[src/rtl/fish_pkg.sv]
// fish_pkg -- shared definitions for the fish catching game controller:
// FSM state encoding, reel-nibble thresholds, escape limit and small helpers.
package fish_pkg;

    // Game FSM states; the numeric value is what appears on the state output.
    typedef enum logic [1:0] {
        ST_FISH  = 2'd0,
        ST_CATCH = 2'd1,
        ST_WIN   = 2'd2
    } fish_state_e;

    // Reel nibble at or below this value produces no pull.
    localparam logic [3:0] REEL_IDLE_MAX_N = 4'd8;
    // Reel nibble equal to this value produces a single-step pull.
    localparam logic [3:0] REEL_SLOW_N     = 4'd9;
    // Number of consecutive idle CATCH ticks after which the fish escapes.
    localparam logic [6:0] ESCAPE_LIMIT    = 7'd64;

    // Fish depth for a level: base - lvl*step, truncated to the 10-bit pixel range.
    function automatic logic [9:0] depth_of(input int base, input int step, input logic [2:0] lvl);
        int d;
        d = base - int'({29'd0, lvl}) * step;
        return d[9:0];
    endfunction

    // Upward pull for one CATCH tick, selected by the top nibble of the reel sensor.
    function automatic logic [9:0] reel_pull(input logic [3:0] n, input logic [9:0] step);
        logic [9:0] p;
        if (n <= REEL_IDLE_MAX_N) begin
            p = 10'd0;
        end else if (n == REEL_SLOW_N) begin
            p = step;
        end else begin
            p = {step[8:0], 1'b0};
        end
        return p;
    endfunction

endpackage

[src/rtl/fish_catch_ctrl_if.sv]
// fish_catch_ctrl_if -- player inputs and display outputs of the fish
// catching controller. The game side (master) drives buttons/reel, the
// controller (slave) drives positions, level, state, win and score.
interface fish_catch_ctrl_if #(
    parameter int REEL_W = 9
);
    logic              tick;
    logic              left;
    logic              right;
    logic              grab;
    logic [REEL_W-1:0] reel;
    logic [9:0]        hook_x;
    logic [9:0]        hook_y;
    logic [9:0]        fish_x;
    logic [9:0]        fish_y;
    logic [2:0]        level;
    logic [1:0]        state;
    logic              win;
    logic [7:0]        score;

    modport master (
        output tick, left, right, grab, reel,
        input  hook_x, hook_y, fish_x, fish_y, level, state, win, score
    );

    modport slave (
        input  tick, left, right, grab, reel,
        output hook_x, hook_y, fish_x, fish_y, level, state, win, score
    );
endinterface

[src/rtl/fish_hit_detect.sv]
// fish_hit_detect -- combinational catch test. The window shrinks with the
// level (halved per level, never below one pixel); the hook must lie
// horizontally within [fish_x, fish_x+width] and vertically within +/-height.
module fish_hit_detect #(
    parameter int HIT_W = 16,
    parameter int HIT_H = 10
) (
    input  logic [2:0] i_level,
    input  logic [9:0] i_fish_x,
    input  logic [9:0] i_fish_y,
    input  logic [9:0] i_hook_x,
    input  logic [9:0] i_hook_y,
    output logic       o_hit
);
    logic [9:0]  w_win_w;
    logic [9:0]  w_win_h;
    logic [9:0]  w_dy;
    logic [10:0] w_x_hi;

    // Level-scaled window size, clamped to at least one pixel each way.
    always_comb begin
        w_win_w = 10'(HIT_W) >> i_level;
        w_win_h = 10'(HIT_H) >> i_level;
        if (w_win_w == 10'd0) begin
            w_win_w = 10'd1;
        end else begin
            w_win_w = w_win_w;
        end
        if (w_win_h == 10'd0) begin
            w_win_h = 10'd1;
        end else begin
            w_win_h = w_win_h;
        end
    end

    // Hook-versus-fish distance test; right edge computed one bit wider to avoid wrap.
    always_comb begin
        w_x_hi = {1'b0, i_fish_x} + {1'b0, w_win_w};
        if (i_hook_y >= i_fish_y) begin
            w_dy = i_hook_y - i_fish_y;
        end else begin
            w_dy = i_fish_y - i_hook_y;
        end
        o_hit = (i_fish_x <= i_hook_x) && ({1'b0, i_hook_x} <= w_x_hi) && (w_dy <= w_win_h);
    end
endmodule

[src/rtl/fish_catch_ctrl.sv]
// fish_catch_ctrl -- fishing game controller. In FISH the fish swims left and
// wraps, the hook sinks to the fish depth and the rod moves with left/right;
// a grab inside the hit window enters CATCH, where the reel sensor pulls the
// hooked fish up until it breaks the surface. Landing the last fish enters WIN.
// Optional feature: define FISH_ESCAPE_EN to let a fish escape after 64
// consecutive CATCH ticks without any pull.
module fish_catch_ctrl
    import fish_pkg::*;
#(
    parameter int NUM_LEVELS = 4,
    parameter int LEFT_X     = 144,
    parameter int RIGHT_X    = 798,
    parameter int SURFACE_Y  = 106,
    parameter int DEPTH0     = 470,
    parameter int DEPTH_STEP = 90,
    parameter int FISH_SPEED = 2,
    parameter int SINK_STEP  = 4,
    parameter int ROD_STEP   = 3,
    parameter int REEL_STEP  = 2,
    parameter int HIT_W      = 16,
    parameter int HIT_H      = 10,
    parameter int REEL_W     = 9
) (
    input  logic          clk,
    input  logic          rst,
    fish_catch_ctrl_if.slave bus
);
    localparam logic [9:0] L_LEFT    = 10'(LEFT_X);
    localparam logic [9:0] L_RIGHT   = 10'(RIGHT_X);
    localparam logic [9:0] L_SURFACE = 10'(SURFACE_Y);
    localparam logic [9:0] L_DEPTH0  = 10'(DEPTH0);
    localparam logic [9:0] L_WRAP    = 10'(LEFT_X + FISH_SPEED);
    localparam logic [9:0] L_FSPEED  = 10'(FISH_SPEED);
    localparam logic [9:0] L_SINK    = 10'(SINK_STEP);
    localparam logic [9:0] L_ROD     = 10'(ROD_STEP);
    localparam logic [9:0] L_REEL    = 10'(REEL_STEP);
    localparam logic [9:0] L_HOOK_X0 = 10'd450;
    localparam logic [2:0] L_LAST    = 3'(NUM_LEVELS - 1);

    fish_state_e r_state;
    logic [2:0]  r_level;
    logic [7:0]  r_score;
    logic [9:0]  r_hook_x;
    logic [9:0]  r_hook_y;
    logic [9:0]  r_fish_x;
    logic [9:0]  r_fish_y;
    logic        r_win;

    logic        w_hit;
    logic        w_landed;
    logic        w_last;
    logic        w_escape;
    logic [3:0]  w_nib;
    logic [9:0]  w_pull;
    logic [9:0]  w_depth_cur;
    logic [9:0]  w_depth_next;
    logic [9:0]  w_fish_x_swim;
    logic [10:0] w_hy_plus;
    logic [9:0]  w_hook_y_sink;
    logic [10:0] w_hx_plus;
    logic [9:0]  w_hook_x_right;
    logic [9:0]  w_hook_x_left;
    logic [9:0]  w_fish_y_pull;
    logic [9:0]  w_hook_y_pull;
    logic [7:0]  w_score_inc;

    fish_hit_detect #(
        .HIT_W (HIT_W),
        .HIT_H (HIT_H)
    ) u_hit (
        .i_level  (r_level),
        .i_fish_x (r_fish_x),
        .i_fish_y (r_fish_y),
        .i_hook_x (r_hook_x),
        .i_hook_y (r_hook_y),
        .o_hit    (w_hit)
    );

    // Candidate next values for every move the FSM may select this tick.
    always_comb begin
        w_nib         = bus.reel[REEL_W-1 -: 4];
        w_pull        = reel_pull(w_nib, L_REEL);
        w_depth_cur   = depth_of(DEPTH0, DEPTH_STEP, r_level);
        w_depth_next  = depth_of(DEPTH0, DEPTH_STEP, r_level + 3'd1);
        w_landed      = (r_fish_y < L_SURFACE);
        w_last        = (r_level == L_LAST);
        w_score_inc   = (r_score == 8'hFF) ? 8'hFF : (r_score + 8'd1);

        if (r_fish_x < L_WRAP) begin
            w_fish_x_swim = L_RIGHT;
        end else begin
            w_fish_x_swim = r_fish_x - L_FSPEED;
        end

        w_hy_plus = {1'b0, r_hook_y} + {1'b0, L_SINK};
        if (w_hy_plus >= {1'b0, w_depth_cur}) begin
            w_hook_y_sink = w_depth_cur;
        end else begin
            w_hook_y_sink = w_hy_plus[9:0];
        end

        w_hx_plus = {1'b0, r_hook_x} + {1'b0, L_ROD};
        if (w_hx_plus > {1'b0, L_RIGHT}) begin
            w_hook_x_right = L_RIGHT;
        end else begin
            w_hook_x_right = w_hx_plus[9:0];
        end
        if (r_hook_x < (L_LEFT + L_ROD)) begin
            w_hook_x_left = L_LEFT;
        end else begin
            w_hook_x_left = r_hook_x - L_ROD;
        end

        if (r_fish_y < w_pull) begin
            w_fish_y_pull = 10'd0;
        end else begin
            w_fish_y_pull = r_fish_y - w_pull;
        end
        if (r_hook_y < w_pull) begin
            w_hook_y_pull = 10'd0;
        end else begin
            w_hook_y_pull = r_hook_y - w_pull;
        end
    end

`ifdef FISH_ESCAPE_EN
    logic [6:0] r_slack;

    // Escape fires on the idle CATCH tick that brings the slack count to the limit.
    always_comb begin
        if ((r_state == ST_CATCH) && (w_pull == 10'd0) && ((r_slack + 7'd1) == ESCAPE_LIMIT)) begin
            w_escape = 1'b1;
        end else begin
            w_escape = 1'b0;
        end
    end

    // Slack counter: counts idle CATCH ticks, cleared by any pull and outside CATCH.
    always_ff @(posedge clk or posedge rst) begin
        if (rst) begin
            r_slack <= 7'd0;
        end else if (bus.tick) begin
            if ((r_state == ST_CATCH) && !w_landed && (w_pull == 10'd0) && !w_escape) begin
                r_slack <= r_slack + 7'd1;
            end else begin
                r_slack <= 7'd0;
            end
        end
    end
`else
    assign w_escape = 1'b0;
`endif

    // Game FSM with all position, level, score and win registers; only advances on tick.
    always_ff @(posedge clk or posedge rst) begin
        if (rst) begin
            r_state  <= ST_FISH;
            r_level  <= 3'd0;
            r_score  <= 8'd0;
            r_hook_x <= L_HOOK_X0;
            r_hook_y <= L_SURFACE;
            r_fish_x <= L_RIGHT;
            r_fish_y <= L_DEPTH0;
            r_win    <= 1'b0;
        end else if (bus.tick) begin
            case (r_state)
                ST_FISH: begin
                    r_win <= 1'b0;
                    if (bus.grab && w_hit) begin
                        r_state <= ST_CATCH;
                    end else begin
                        r_fish_x <= w_fish_x_swim;
                        r_fish_y <= w_depth_cur;
                        r_hook_y <= w_hook_y_sink;
                        if (bus.right) begin
                            r_hook_x <= w_hook_x_right;
                        end else if (bus.left) begin
                            r_hook_x <= w_hook_x_left;
                        end
                    end
                end
                ST_CATCH: begin
                    if (w_landed) begin
                        r_score <= w_score_inc;
                        if (w_last) begin
                            r_state <= ST_WIN;
                            r_win   <= 1'b1;
                        end else begin
                            r_state  <= ST_FISH;
                            r_level  <= r_level + 3'd1;
                            r_fish_x <= L_RIGHT;
                            r_fish_y <= w_depth_next;
                        end
                    end else if (w_escape) begin
                        r_state  <= ST_FISH;
                        r_fish_x <= L_RIGHT;
                        r_fish_y <= w_depth_cur;
                    end else begin
                        r_fish_x <= r_hook_x;
                        r_fish_y <= w_fish_y_pull;
                        r_hook_y <= w_hook_y_pull;
                    end
                end
                ST_WIN: begin
                    if (bus.left || bus.right) begin
                        r_state  <= ST_FISH;
                        r_win    <= 1'b0;
                        r_level  <= 3'd0;
                        r_score  <= 8'd0;
                        r_fish_x <= L_RIGHT;
                        r_fish_y <= L_DEPTH0;
                        r_hook_y <= L_SURFACE;
                    end
                end
                default: begin
                    r_state <= ST_FISH;
                    r_win   <= 1'b0;
                end
            endcase
        end
    end

    assign bus.hook_x = r_hook_x;
    assign bus.hook_y = r_hook_y;
    assign bus.fish_x = r_fish_x;
    assign bus.fish_y = r_fish_y;
    assign bus.level  = r_level;
    assign bus.state  = r_state;
    assign bus.win    = r_win;
    assign bus.score  = r_score;
endmodule

[src/flat_wrapper.sv]
// flat-port wrapper written by rule: the top's interface ports become plain ports
module fish_catch_ctrl_flat import fish_pkg::*;
#(
    parameter int NUM_LEVELS = 4,
    parameter int LEFT_X     = 144,
    parameter int RIGHT_X    = 798,
    parameter int SURFACE_Y  = 106,
    parameter int DEPTH0     = 470,
    parameter int DEPTH_STEP = 90,
    parameter int FISH_SPEED = 2,
    parameter int SINK_STEP  = 4,
    parameter int ROD_STEP   = 3,
    parameter int REEL_STEP  = 2,
    parameter int HIT_W      = 16,
    parameter int HIT_H      = 10,
    parameter int REEL_W     = 9
)
  (clk, rst, bus_tick, bus_left, bus_right, bus_grab, bus_reel, bus_hook_x, bus_hook_y, bus_fish_x, bus_fish_y, bus_level, bus_state, bus_win, bus_score);
  fish_catch_ctrl_if #(.REEL_W(REEL_W)) bus_i ();
  input  logic clk;
  input  logic rst;
  input wire logic [$bits(bus_i.tick)-1:0] bus_tick;
  input wire logic [$bits(bus_i.left)-1:0] bus_left;
  input wire logic [$bits(bus_i.right)-1:0] bus_right;
  input wire logic [$bits(bus_i.grab)-1:0] bus_grab;
  input wire logic [$bits(bus_i.reel)-1:0] bus_reel;
  output wire logic [$bits(bus_i.hook_x)-1:0] bus_hook_x;
  output wire logic [$bits(bus_i.hook_y)-1:0] bus_hook_y;
  output wire logic [$bits(bus_i.fish_x)-1:0] bus_fish_x;
  output wire logic [$bits(bus_i.fish_y)-1:0] bus_fish_y;
  output wire logic [$bits(bus_i.level)-1:0] bus_level;
  output wire logic [$bits(bus_i.state)-1:0] bus_state;
  output wire logic [$bits(bus_i.win)-1:0] bus_win;
  output wire logic [$bits(bus_i.score)-1:0] bus_score;
  assign bus_i.tick = bus_tick;
  assign bus_i.left = bus_left;
  assign bus_i.right = bus_right;
  assign bus_i.grab = bus_grab;
  assign bus_i.reel = bus_reel;
  assign bus_hook_x = bus_i.hook_x;
  assign bus_hook_y = bus_i.hook_y;
  assign bus_fish_x = bus_i.fish_x;
  assign bus_fish_y = bus_i.fish_y;
  assign bus_level = bus_i.level;
  assign bus_state = bus_i.state;
  assign bus_win = bus_i.win;
  assign bus_score = bus_i.score;
  fish_catch_ctrl #(.NUM_LEVELS(NUM_LEVELS), .LEFT_X(LEFT_X), .RIGHT_X(RIGHT_X), .SURFACE_Y(SURFACE_Y), .DEPTH0(DEPTH0), .DEPTH_STEP(DEPTH_STEP), .FISH_SPEED(FISH_SPEED), .SINK_STEP(SINK_STEP), .ROD_STEP(ROD_STEP), .REEL_STEP(REEL_STEP), .HIT_W(HIT_W), .HIT_H(HIT_H), .REEL_W(REEL_W)) u_core (.clk(clk), .rst(rst), .bus(bus_i));
endmodule
[config.mk]
export PLATFORM = sky130hd
export DESIGN_NAME = fish_catch_ctrl_flat
export DESIGN_NICKNAME = d
export VERILOG_FILES = /design/src/rtl/fish_pkg.sv /design/src/rtl/fish_catch_ctrl_if.sv /design/src/rtl/fish_hit_detect.sv /design/src/rtl/fish_catch_ctrl.sv /design/src/flat_wrapper.sv
export SDC_FILE = /design/constraint.sdc
export NUM_CORES = 1
export LEC_CHECK = 0
export ABC_AREA = 0
export BUFFER_PORTS_ARGS = -buffer_cell sky130_fd_sc_hd__buf_2
export CELL_PAD_IN_SITES_DETAIL_PLACEMENT = 1
export CELL_PAD_IN_SITES_GLOBAL_PLACEMENT = 1
export CORE_MARGIN = 2
export CORE_UTILIZATION = 49
export CTS_CLUSTER_DIAMETER = 30
export CTS_CLUSTER_SIZE = 40
export DETAILED_ROUTE_END_ITERATION = 10
export GPL_ROUTABILITY_DRIVEN = 0
export PLACE_DENSITY = 0.95
export SLEW_MARGIN = 20
export SYNTH_ARGS = -nofsm -noshare
export SYNTH_HDL_FRONTEND = slang
export SYNTH_SLANG_ARGS = --single-unit
[constraint.sdc]
create_clock -name clk -period 14.5 [get_ports clk]
set_input_delay 1.45 -clock clk [delete_from_list [all_inputs] [get_ports clk]]
set_output_delay 1.45 -clock clk [all_outputs]
set_load 0.01 [all_outputs]
==> flow_summary_export.csv <==
group,metric,value,unit
power,cellPowerDensity,293,mW/mm²
critical_path,crit_path_max_fanout,36,
clock_network,hold_buffers,0,
placed_design,dpl.hpwl,17400,µm
clock_network,h-tree-depth,2,
power,power,2.09,mW
critical_path,end_kind,"register",
timing,min_period,6.84,ns
timing,finalHoldViolations,0,
synth,synth-seq-cells,52,
detailed_routing,route.detailed.drc,0,
finish,fin_cells,1068,
finish,num-nets-final,1001,
grt,use_met3,4.10,%
placed_design,place_inst,1060,
critical_path,critPathRequiredTime,14.69,ns
critical_path,arrival,7.03,ns
synth,syn_area_per_cell,7.70,µm²
detailed_routing,first_pass_iters,5,
detailed_routing,drt_iter0_drc,814,
grt,grt_pass1_vias,7340,
power,leakage,3.26,nW
timing,rsz0062_at_grt,"false",
grt,grt_pass1_wl,38200,µm
clock_network,numCtsBuffers,5,
grt,antenna_found_initial,0,
timing,fin_crit_sh,47.2,%
synth,netlist_instances,864,
synth,ys_types,78,
detailed_routing,avgViaCountPerCell,6.83,
detailed_routing,num_vias,7294,
floorplanning,io_pins,69,
timing,fmax,146,MHz
finish,n_antenna_cell,0,
floorplanning,die_x,120,µm
finish,nFillCells,1708,
grt,grtUsageTotal,32.6,%
synth,ys_async_sr_fraction,100,%
outcome,status,"finished clean",
grt,met2_usage,54.8,%
grt,grt-busiest-layer,"met2",
timing,fin_tns_setup,0,ns
floorplanning,die_area,0.0145,mm²
synth,ys_seq_area_share,19.9,%
synth,yosysWarnings,0,
finish,area_growth,7.51,%
clock_network,clock-root-buffer,"clkbuf_16",
clock_network,cts_buffer_depth,2,
power,ir_drop,0.132,mV
floorplanning,core_region_area,0.0132,mm²
timing,worst_pin_slew,1.02,ns
synth,synth_area,0.00665,mm²
finish,drive_gt1_share,12.3,%
detailed_routing,ant_nets,0,
min_path,holdCritPathClass,"register to register",
critical_path,worstSetupStartpointType,"register",
floorplanning,die-height,120,µm
grt,met1_usage,42.2,%
synth,synth-edff-count,0,
grt,grt_max_degree,53,
synth,synthFlopType,"dfrtp_1",
timing,slew_headroom,31.2,%
timing,setup_viol,0,
clock_network,post_cts_resized,0,
job,max_cap_viol_count,0,
clock_network,cts_tree,"done",
critical_path,crit_type,"register to register",
clock_network,cts_setup_buffers,0,
timing,slew_violations,0,
detailed_routing,wirelength,23900,µm
grt,overflow,0,
clock_network,clk_pin_slew,0.08,ns
floorplanning,rows,42,
timing,fin_skew,0.0134,ns
clock_network,clk_latency,0.31,ns
detailed_routing,wl_per_cell,22.4,µm
placed_design,port_buffers,61,
floorplanning,initial_core_util,50.2,%
clock_network,clkSinkCount,52,
[worst paths after layout]
path,startpoint,end,slack [ns],cells past startpoint
max in group asynchronous,rst,u_core.bus.fish_x[7],12.66,3
min reg2reg,u_core.bus.fish_y[1],u_core.bus.fish_y[1],0.54,2
min,u_core.bus.fish_y[1],u_core.bus.fish_y[1],0.54,2
min in group asynchronous,rst,u_core.bus.score[7],1.33,3
max,u_core.bus.level[0],u_core.bus.fish_y[6],7.66,22
max reg2reg,u_core.bus.level[0],u_core.bus.fish_y[6],7.66,22
[through the flow]
stage	hold WS (ns)	cell area, µm²	util [%]	setup slack [ns]
after floorplan	0.505	6660	-	9.22
after global placement	0.514	7000	52.9	8.22
after detailed placement	0.526	7000	52.9	7.94
after CTS	0.540	7150	54.0	7.88
after global routing	0.599	7150	54.0	7.33
final	0.539	7150	54.0	7.66
[per-layer routing]
metal | wire length (µm) | up-vias
met2 | 11400 | 371
met4 | 987 | 0
li1 | - | 3224
met3 | 1550 | 107
met1 | 9990 | 3592
met5 | 0 | -
[synthesized netlist by cell type (10+ instances only)]
library cell	n	area share, %
a211oi_1	10	1.1
a21o_1	20	2.3
a21oi_1	86	6.5
a31oi_1	23	2.2
and3_1	11	1.0
clkbuf_1	31	1.7
dfrtp_1	32	12
dfstp_2	20	7.9
ha_1	89	17
inv_1	64	3.6
nand2_1	71	4.0
nand3_1	18	1.4
nor2_1	60	3.4
nor3_1	35	2.6
o21ai_0	51	3.8
o21ai_1	19	1.4
o31ai_1	12	1.4
xnor2_1	29	3.8
xor2_1	11	1.4
[registers in the layout (all words and copies together), names as in the netlist]
signal	count
u_core.bus.level	3
u_core.bus.fish_x	10
u_core.bus.state	2
u_core.bus.win	1
u_core.bus.hook_y	9
u_core.bus.score	8
u_core.bus.fish_y	9
u_core.bus.hook_x	10
[worst max-delay path, stage by stage, from the launching register on]
cell      delay, ns
dfrtp_1        0.82
inv_1          0.41
ha_1           0.39
nor4_1         0.31
nor2_1         0.08
a31oi_1        0.20
ha_1           0.22
inv_1          0.07
fa_1           0.42
nor2b_1        0.18
o31a_1         0.22
o21ai_0        0.12
xor2_1         0.16
ha_1           0.24
a211oi_1       0.27
nand2_1        0.10
o311a_1        0.37
a211o_1        0.29
nor3_1         0.34
a22oi_4        0.21
o21ai_4        0.80
nor2_1         0.20
a21oi_1        0.30
[where the power goes]
| part | total (mW) | internal (mW) | switching (mW) |
|---|---|---|---|
| sequential | 0.382 | 0.221 | 0.161 |
| combinational | 1.58 | 0.601 | 0.977 |
| clock | 0.132 | 0.0657 | 0.0664 |
[area by class of cell]
cell class,count,area (µm²),area share [%]
inverters,66,248,3.47
flip-flops and latches,52,1330,18.6
clock buffers,5,125,1.75
multi-input cells,702,4880,68.2
well taps,176,220,3.08
clock inverters,3,25.0,0.350
repair buffers,64,328,4.59
[kinds of logic (layout without fill, tap and decap cells)]
group | count (synthesis) | after routing | synth area share, %
flops | 52 | 52 | 19.9
other cells | 2 | 4 | 0.113
buf+inv | 112 | 138 | 6.83
compound gates | 308 | 308 | 30.1
simple gates | 246 | 246 | 17.7
mux | 9 | 9 | 1.43
fa+ha+maj | 95 | 95 | 18.6
xor+xnor | 40 | 40 | 5.27
[placed cells by master, fill, tap and decap left out, drive strengths merged, types with 7 or more instances in the layout]
| master | count |
|---|---|
| nor2 | 61 |
| nand2b | 7 |
| nor3 | 36 |
| nand3 | 18 |
| o22ai | 8 |
| o21a | 8 |
| inv | 67 |
| a31oi | 23 |
| nor4 | 8 |
| xnor2 | 29 |
| ha | 89 |
| o21ai | 72 |
| a21o | 20 |
| nand4 | 7 |
| and3 | 11 |
| dfstp | 20 |
| o31ai | 12 |
| dfrtp | 32 |
| nor2b | 7 |
| xor2 | 11 |
| buf | 64 |
| a21oi | 86 |
| a211oi | 10 |
| nand2 | 71 |
Power figures use the tool's default switching activity.
